File: src/rtl/aud_pkg.sv
// aud_pkg: shared audio-path types and widths for the player and recorder
package aud_pkg;
   localparam int AUD_SAMPLE_W = 16;
   localparam int AUD_ADDR_W   = 20;
   typedef enum logic [2:0] {S_IDLE, S_WAIT, S_SEND, S_HOLD, S_PAUSE} player_state_t;
endpackage

File: src/rtl/aud_player_if.sv
// aud_player_if: control inputs, SRAM read port and DAC pins of the audio player
// master: player side (drives address, dacdat, playing, done)
// slave:  environment side (drives daclrck, start/pause/stop, mode, stop_address, sram_data)
interface aud_player_if #(
   parameter int SAMPLE_W = aud_pkg::AUD_SAMPLE_W,
   parameter int ADDR_W   = aud_pkg::AUD_ADDR_W
);
   logic                daclrck, start, pause, stop, fast, slow;
   logic [2:0]          speed;
   logic [ADDR_W-1:0]   stop_address, address;
   logic [SAMPLE_W-1:0] sram_data;
   logic                dacdat, playing, done;
   modport master (
      input  daclrck, start, pause, stop, fast, slow, speed, stop_address, sram_data,
      output address, dacdat, playing, done
   );
   modport slave (
      output daclrck, start, pause, stop, fast, slow, speed, stop_address, sram_data,
      input  address, dacdat, playing, done
   );
endinterface

File: src/rtl/i2s_tx_serializer.sv
// i2s_tx_serializer: DACLRCK edge detect plus MSB-first load/shift onto the DAC data pin
// Ports: i_clk BCLK, i_rst_n sync active-low reset, i_daclrck codec LRCK,
//        i_clr abort shifting, i_load load i_data, i_reload resend the last loaded word,
//        o_fall/o_rise LRCK edges this cycle, o_busy bits still pending, o_dacdat serial data
module i2s_tx_serializer #(
   parameter int SAMPLE_W = 16
) (
   input  logic                i_clk,
   input  logic                i_rst_n,
   input  logic                i_daclrck,
   input  logic                i_clr,
   input  logic                i_load,
   input  logic                i_reload,
   input  logic [SAMPLE_W-1:0] i_data,
   output logic                o_fall,
   output logic                o_rise,
   output logic                o_busy,
   output logic                o_dacdat
);
   localparam int CW = $clog2(SAMPLE_W);
   logic                lrc_q;
   logic [SAMPLE_W-1:0] sr_q, hold_q, word;
   logic [CW-1:0]       cnt_q;
   assign o_fall = lrc_q & ~i_daclrck;
   assign o_rise = ~lrc_q & i_daclrck;
   assign o_busy = cnt_q != '0;
   assign word   = i_load ? i_data : hold_q;
   // MSB goes straight to the output register on load, giving the one-BCLK I2S delay
   always_ff @(posedge i_clk)
      if (!i_rst_n) begin
         lrc_q    <= 1'b0;
         sr_q     <= '0;
         hold_q   <= '0;
         cnt_q    <= '0;
         o_dacdat <= 1'b0;
      end else begin
         lrc_q <= i_daclrck;
         if (i_clr) begin
            sr_q     <= '0;
            cnt_q    <= '0;
            o_dacdat <= 1'b0;
         end else if (i_load | i_reload) begin
            hold_q   <= word;
            sr_q     <= {word[SAMPLE_W-2:0], 1'b0};
            cnt_q    <= CW'(SAMPLE_W - 1);
            o_dacdat <= word[SAMPLE_W-1];
         end else begin
            sr_q     <= sr_q << 1;
            cnt_q    <= o_busy ? cnt_q - CW'(1) : cnt_q;
            o_dacdat <= o_busy & sr_q[SAMPLE_W-1];
         end
      end
endmodule

File: src/rtl/aud_player.sv
// aud_player: I2S playback from audio SRAM with pause/stop, fast-forward and slow-motion
// Ports: i_clk codec BCLK, i_rst_n sync active-low reset,
//        bus (master) control inputs, SRAM read address/data, DAC data, playing/done status
module aud_player
   import aud_pkg::*;
#(
   parameter int SAMPLE_W = AUD_SAMPLE_W,
   parameter int ADDR_W   = AUD_ADDR_W
) (
   input  logic i_clk,
   input  logic i_rst_n,
   aud_player_if.master bus
);
   player_state_t     state_q, state_d;
   logic [ADDR_W-1:0] addr_q, addr_d;
   logic [2:0]        rep_q, rep_d;
   logic              last_q, last_d, done_q, done_d;
   logic              fall, rise, busy, load, reload, clr, dacdat;
   logic              slow, fast, exhausted;
   logic [ADDR_W:0]   step, sum;
   assign slow      = bus.slow & ~bus.fast;
   assign fast      = bus.fast & ~bus.slow;
   assign exhausted = ~slow | (rep_q >= bus.speed);
   assign step      = fast ? (ADDR_W+1)'(bus.speed) + (ADDR_W+1)'(1) : (ADDR_W+1)'(1);
   assign sum       = {1'b0, addr_q} + step;
   // o_address is a prefetch pointer: it names the word loaded at the next frame start,
   // so SRAM data settles for a whole frame; last_q marks that the word now playing ends playback
   always_comb begin
      state_d = state_q;
      addr_d  = addr_q;
      rep_d   = rep_q;
      last_d  = last_q;
      done_d  = 1'b0;
      load    = 1'b0;
      reload  = 1'b0;
      clr     = 1'b0;
      if (bus.stop && state_q != S_IDLE) begin
         state_d = S_IDLE;
         addr_d  = '0;
         rep_d   = '0;
         last_d  = 1'b0;
         clr     = 1'b1;
      end else begin
         case (state_q)
            S_IDLE:  state_d = bus.start ? S_WAIT : S_IDLE;
            S_WAIT:  load = fall;
            S_SEND:  state_d = busy ? S_SEND : S_HOLD;
            S_HOLD: begin
               reload = rise;
               if (fall && bus.pause) state_d = S_PAUSE;
               else if (fall && last_q) begin
                  state_d = S_IDLE;
                  done_d  = 1'b1;
                  addr_d  = '0;
                  rep_d   = '0;
                  last_d  = 1'b0;
               end else load = fall;
            end
            S_PAUSE: state_d = (bus.start && !bus.pause) ? S_WAIT : S_PAUSE;
            default: state_d = S_IDLE;
         endcase
         if (load) begin
            last_d = (addr_q == bus.stop_address) && exhausted;
            rep_d  = exhausted ? 3'd0 : rep_q + 3'd1;
            addr_d = !exhausted ? addr_q :
                     (sum > {1'b0, bus.stop_address}) ? bus.stop_address : sum[ADDR_W-1:0];
         end
         if (load | reload) state_d = S_SEND;
      end
   end
   always_ff @(posedge i_clk)
      if (!i_rst_n) begin
         state_q <= S_IDLE;
         addr_q  <= '0;
         rep_q   <= '0;
         last_q  <= 1'b0;
         done_q  <= 1'b0;
      end else begin
         state_q <= state_d;
         addr_q  <= addr_d;
         rep_q   <= rep_d;
         last_q  <= last_d;
         done_q  <= done_d;
      end
   i2s_tx_serializer #(.SAMPLE_W(SAMPLE_W)) u_ser (
      .i_clk    (i_clk),
      .i_rst_n  (i_rst_n),
      .i_daclrck(bus.daclrck),
      .i_clr    (clr),
      .i_load   (load),
      .i_reload (reload),
      .i_data   (bus.sram_data),
      .o_fall   (fall),
      .o_rise   (rise),
      .o_busy   (busy),
      .o_dacdat (dacdat)
   );
   assign bus.address = addr_q;
   assign bus.dacdat  = dacdat;
   assign bus.playing = state_q inside {S_WAIT, S_SEND, S_HOLD};
   assign bus.done    = done_q;
endmodule

File: src/flat_wrapper.sv
// flat-port wrapper written by rule: the top's interface ports become plain ports
module aud_player_flat import aud_pkg::*;
#(
   parameter int SAMPLE_W = AUD_SAMPLE_W,
   parameter int ADDR_W   = AUD_ADDR_W
)
  (i_clk, i_rst_n, bus_daclrck, bus_start, bus_pause, bus_stop, bus_fast, bus_slow, bus_speed, bus_stop_address, bus_sram_data, bus_address, bus_dacdat, bus_playing, bus_done);
  aud_player_if #(.SAMPLE_W(SAMPLE_W), .ADDR_W(ADDR_W)) bus_i ();
  input  logic i_clk;
  input  logic i_rst_n;
  input wire logic [$bits(bus_i.daclrck)-1:0] bus_daclrck;
  input wire logic [$bits(bus_i.start)-1:0] bus_start;
  input wire logic [$bits(bus_i.pause)-1:0] bus_pause;
  input wire logic [$bits(bus_i.stop)-1:0] bus_stop;
  input wire logic [$bits(bus_i.fast)-1:0] bus_fast;
  input wire logic [$bits(bus_i.slow)-1:0] bus_slow;
  input wire logic [$bits(bus_i.speed)-1:0] bus_speed;
  input wire logic [$bits(bus_i.stop_address)-1:0] bus_stop_address;
  input wire logic [$bits(bus_i.sram_data)-1:0] bus_sram_data;
  output wire logic [$bits(bus_i.address)-1:0] bus_address;
  output wire logic [$bits(bus_i.dacdat)-1:0] bus_dacdat;
  output wire logic [$bits(bus_i.playing)-1:0] bus_playing;
  output wire logic [$bits(bus_i.done)-1:0] bus_done;
  assign bus_i.daclrck = bus_daclrck;
  assign bus_i.start = bus_start;
  assign bus_i.pause = bus_pause;
  assign bus_i.stop = bus_stop;
  assign bus_i.fast = bus_fast;
  assign bus_i.slow = bus_slow;
  assign bus_i.speed = bus_speed;
  assign bus_i.stop_address = bus_stop_address;
  assign bus_i.sram_data = bus_sram_data;
  assign bus_address = bus_i.address;
  assign bus_dacdat = bus_i.dacdat;
  assign bus_playing = bus_i.playing;
  assign bus_done = bus_i.done;
  aud_player #(.SAMPLE_W(SAMPLE_W), .ADDR_W(ADDR_W)) u_core (.i_clk(i_clk), .i_rst_n(i_rst_n), .bus(bus_i));
endmodule
File: config.mk
export PLATFORM = sky130hd
export DESIGN_NAME = aud_player_flat
export DESIGN_NICKNAME = d
export VERILOG_FILES = /design/src/rtl/aud_pkg.sv /design/src/rtl/aud_player_if.sv /design/src/rtl/i2s_tx_serializer.sv /design/src/rtl/aud_player.sv /design/src/flat_wrapper.sv
export SDC_FILE = /design/constraint.sdc
export NUM_CORES = 1
export LEC_CHECK = 0
export BUFFER_PORTS_ARGS = -buffer_cell sky130_fd_sc_hd__buf_4
export CORE_MARGIN = 2
export CORE_UTILIZATION = 57
export CTS_CLUSTER_SIZE = 8
export DETAILED_ROUTE_END_ITERATION = 16
export GPL_ROUTABILITY_DRIVEN = 1
export PLACE_DENSITY = 0.8
export SLEW_MARGIN = 40
export SYNTH_ARGS = -nofsm -noshare
export SYNTH_HDL_FRONTEND = slang
export SYNTH_SLANG_ARGS = --single-unit
File: constraint.sdc
create_clock -name i_clk -period 4.4 [get_ports i_clk]
set_input_delay 0.44 -clock i_clk [delete_from_list [all_inputs] [get_ports i_clk]]
set_output_delay 0.44 -clock i_clk [all_outputs]
set_load 0.1 [all_outputs]
==> run metrics <==
relative contribution of combinational cells to total power 16.5%; aggregate negative setup slack 0 ps; number of buffers added on ports 69; most common library cell in the layout ignoring fill and taps sky130_fd_sc_hd__nand2_1; Synth async-reset ratio 0%; Largest delay share family, worst path simple AND/OR/NAND/NOR gates; net count after synthesis 593; number of iterations in the first detailed-routing pass 5; count of filler cells inserted in the layout 612; CP Capture Type flip-flop; level count of the clock H-tree 3; number of nets still failing antenna checks after routing 0; iteration-0 DRC count of the detailed router 201; most frequent cells in the layout sky130_fd_sc_hd__nand2_1, sky130_fd_sc_hd__buf_4, sky130_fd_sc_hd__dfxtp_1, sky130_fd_sc_hd__inv_1, sky130_fd_sc_hd__a21oi_1; Final Setup Violations 0; layout-stage area growth over the synthesis result 16.1%; min-delay worst type in -> reg; peak supply drop 185 uV; Critical Path Source Type input port; Core ar. 7250 um^2; count of final hold-check violations 0; Power, Total 1.39 mW; gate count of the mapped netlist 515; highest achievable clock rate 248 MHz; start point of the critical path bus_slow; worst path arrival time 4260 ps; Switching Fraction 29.8%; die extent in x 90.7 um; Hold-fix buffers, CTS 0; Clock Power Share 39.1%; worst r2r dst u_core.bus.address[16]$_SDFFE_PP0P_; Reg2Reg Setup Slack 390 ps; Post-Layout Cell Count 674; Vert. Die Dim 90.7 um; actual slew at the worst max-slew pin 838 ps; terminating pin of the worst hold path u_core.u_ser.lrc_q$_SDFF_PN0_; via-per-instance ratio 5.74; Post-DP HPWL 7310 um; leakage power of the design 2.16 nW; number of rows created at floorplan 31; Critical Path Max Stage Delay 410 ps; total via count after detailed routing 3868; drt total wl 10200 um; total routing resource utilization after global routing 25.5%; cts repair resizes 0; switching power 0.415 mW; buffer count from post-CTS setup fixing 0; clock tree root driver cell sky130_fd_sc_hd__clkbuf_8; sequential area share after synthesis 30.4%; total number of clock tree sinks 65; EDFF count, synth 0; RR Startpoint u_core.bus.address[0]$_SDFFE_PP0P_; Worst Reg2Reg Path Length in Cells 17; Critical Path, Cell by Cell buf_4 > nor2b_1 > nand2_1 > nor3_1 > ha_1 > and3_1 > a221o_2 > and4_1 > nand2_1 > xnor2_1 > ha_1 > a21oi_1 > nand3_1 > nor3_1 > a21oi_2 > a21oi_4 > buf_4 > mux2i_1 > o22ai_1; total of max-cap violations 0; clock tree from TritonCTS done; total power per unit cell area 280 nW/um^2; cell depth of the worst min-delay path 2; startpoint-to-endpoint class of the critical path in -> reg; TritonCTS Buffers 9; status completed; final max-slew violation count 0; Final Hold Slack 311 ps; count of placed standard cells including taps 658; number of storage elements in the synthesis netlist 65; final cycle utilization of the critical path 91.5%; unrepaired setup endpoints after global routing false; share of post-route cells with drive strength above 1 20.7%; I/O pins 70; later-pin clock latency in the skew report 360 ps; worst-case clock skew 10.0 ps; maximum clock path buffer count 2; die area 8230 um^2; Buf+Inv Stages, Crit Path 2; Worst path slowest cell sky130_fd_sc_hd__a221o_2; ANT cells 0; Final min period 4030 ps; fraction of power consumed by sequential logic 44.4%; Worst slew margin 44.1%; Post-Syn Area 4290 um^2; Overflow after GRT 0; maximum number of pins on one net before global-route repair 29; number of global-route vias before repair 3602; total number of yosys warnings 0; startpoint of the tightest hold check path bus_daclrck; ys flop type sky130_fd_sc_hd__dfxtp_1; number of library cell types mapped by synthesis 62; synthesized area per cell 8.32 um^2; initial core utilization 59.1%; Data required, critical path 4630 ps; RD Place Congestion 0.933; Final #Nets 648; antenna violations before repair 0; internal power contribution 0.977 mW; first-pass GRT wire length 17100 um; wire length per cell after detailed routing 15.1 um; clock-pin slew on the worst setup and hold paths 80 ps; post-detailed-route DRC marker count 0; CP max FO 7
==> power groups by stage <==
| stage | Sequential [mW] | Combinational [mW] | Clock (mW) |
|---|---|---|---|
| after detailed placement | 0.632 | 0.224 | 0 |
| final | 0.618 | 0.229 | 0.545 |
| after global placement | 0.632 | 0.218 | 0 |
| after CTS | 0.618 | 0.227 | 0.551 |
| after floorplan | 0.631 | 0.155 | 0 |
| after global routing | 0.621 | 0.252 | 0.579 |
==> layer usage <==
| layer | track usage, % | vias up | share of wire, % |
|---|---|---|---|
| met4 | 7.56 | 0 | 1.1 |
| met2 | 39.9 | 124 | 46 |
| met5 | 0 | - | 0 |
| met3 | 5.43 | 10 | 6.5 |
| met1 | 35.3 | 1824 | 46 |
| li1 | - | 1910 | - |
==> flip-flops by register name, summed over array words and instances (netlist names) <==
signal and flops:
u_core.bus.address 20, u_core.bus.done 1, u_core.last_q 1, u_core.rep_q 3, u_core.state_q 3, u_core.u_ser.cnt_q 4, u_core.u_ser.hold_q 16, u_core.u_ser.lrc_q 1
u_core.u_ser.o_dacdat 1, u_core.u_ser.sr_q 15
==> kinds of logic (layout without fill, tap and decap cells) <==
logic type                 Yosys count  after routing  share of synthesized area [%]
xor gates and xnor gates            43             43                           8.79
muxes                               16             16                           3.74
AOI/OAI and AO/OA                  115            115                           18.8
DFF                                 65             65                           30.4
adders and majority gates           31             31                           9.23
and+or+nand+nor                    177            177                           20.8
buffers and inverters               68            128                           8.26
==> through the flow <==
| stage | instance area (um^2) | util [%] | setup WS [ps] |
|---|---|---|---|
| after CTS | 4970 | 68.6 | 393 |
| after global placement | 4760 | 65.7 | 108 |
| after global routing | 4970 | 68.6 | 141 |
| after detailed placement | 4760 | 65.7 | 28.6 |
| after floorplan | 4290 | - | 2.06 |
| final | 4970 | 68.6 | 372 |
==> cell type report <==
class	instances	area (um^2)	share of cell area, %
tap	99	124	2.49
inverter	39	146	2.94
sequential	65	1300	26.2
timing repair buffer	73	561	11.3
multi-input combinational	382	2640	53.0
clock inverter	7	83.8	1.69
clock buffer	9	124	2.49
==> Yosys cell counts (4+ instances only) <==
library cell	number	area share (%)
sky130_fd_sc_hd__o311ai_2	4	1.5
sky130_fd_sc_hd__nand2_1	75	6.6
sky130_fd_sc_hd__nand3_1	21	2.5
sky130_fd_sc_hd__xor2_1	13	2.7
sky130_fd_sc_hd__a31oi_1	4	0.58
sky130_fd_sc_hd__inv_1	39	3.4
sky130_fd_sc_hd__nand4_1	11	1.6
sky130_fd_sc_hd__nor3_1	6	0.70
sky130_fd_sc_hd__dfxtp_1	65	30
sky130_fd_sc_hd__nor4_1	5	0.73
sky130_fd_sc_hd__a21oi_1	37	4.3
sky130_fd_sc_hd__o21ai_0	5	0.58
sky130_fd_sc_hd__o221ai_1	15	3.1
sky130_fd_sc_hd__clkbuf_1	10	0.88
sky130_fd_sc_hd__o21ai_1	11	1.3
sky130_fd_sc_hd__buf_6	6	1.6
sky130_fd_sc_hd__ha_1	30	8.8
sky130_fd_sc_hd__nor2_1	26	2.3
sky130_fd_sc_hd__a21boi_0	15	2.6
sky130_fd_sc_hd__o22ai_1	6	0.88
sky130_fd_sc_hd__and2_1	4	0.58
sky130_fd_sc_hd__nand2b_1	7	1.0
sky130_fd_sc_hd__buf_2	6	0.70
sky130_fd_sc_hd__buf_4	4	0.70
sky130_fd_sc_hd__mux2i_1	16	3.7
sky130_fd_sc_hd__xnor2_1	30	6.1
==> worst max path at each step <==
stage                                                endpoint  cells past startpoint
after floorplan           u_core.bus.address[13]$_SDFFE_PP0P_                     18
after global placement    u_core.bus.address[16]$_SDFFE_PP0P_                     19
after detailed placement  u_core.bus.address[16]$_SDFFE_PP0P_                     20
after CTS                 u_core.bus.address[16]$_SDFFE_PP0P_                     17
after global routing      u_core.bus.address[16]$_SDFFE_PP0P_                     19
final                     u_core.bus.address[16]$_SDFFE_PP0P_                     19
(Power assumes the default switching activity.)
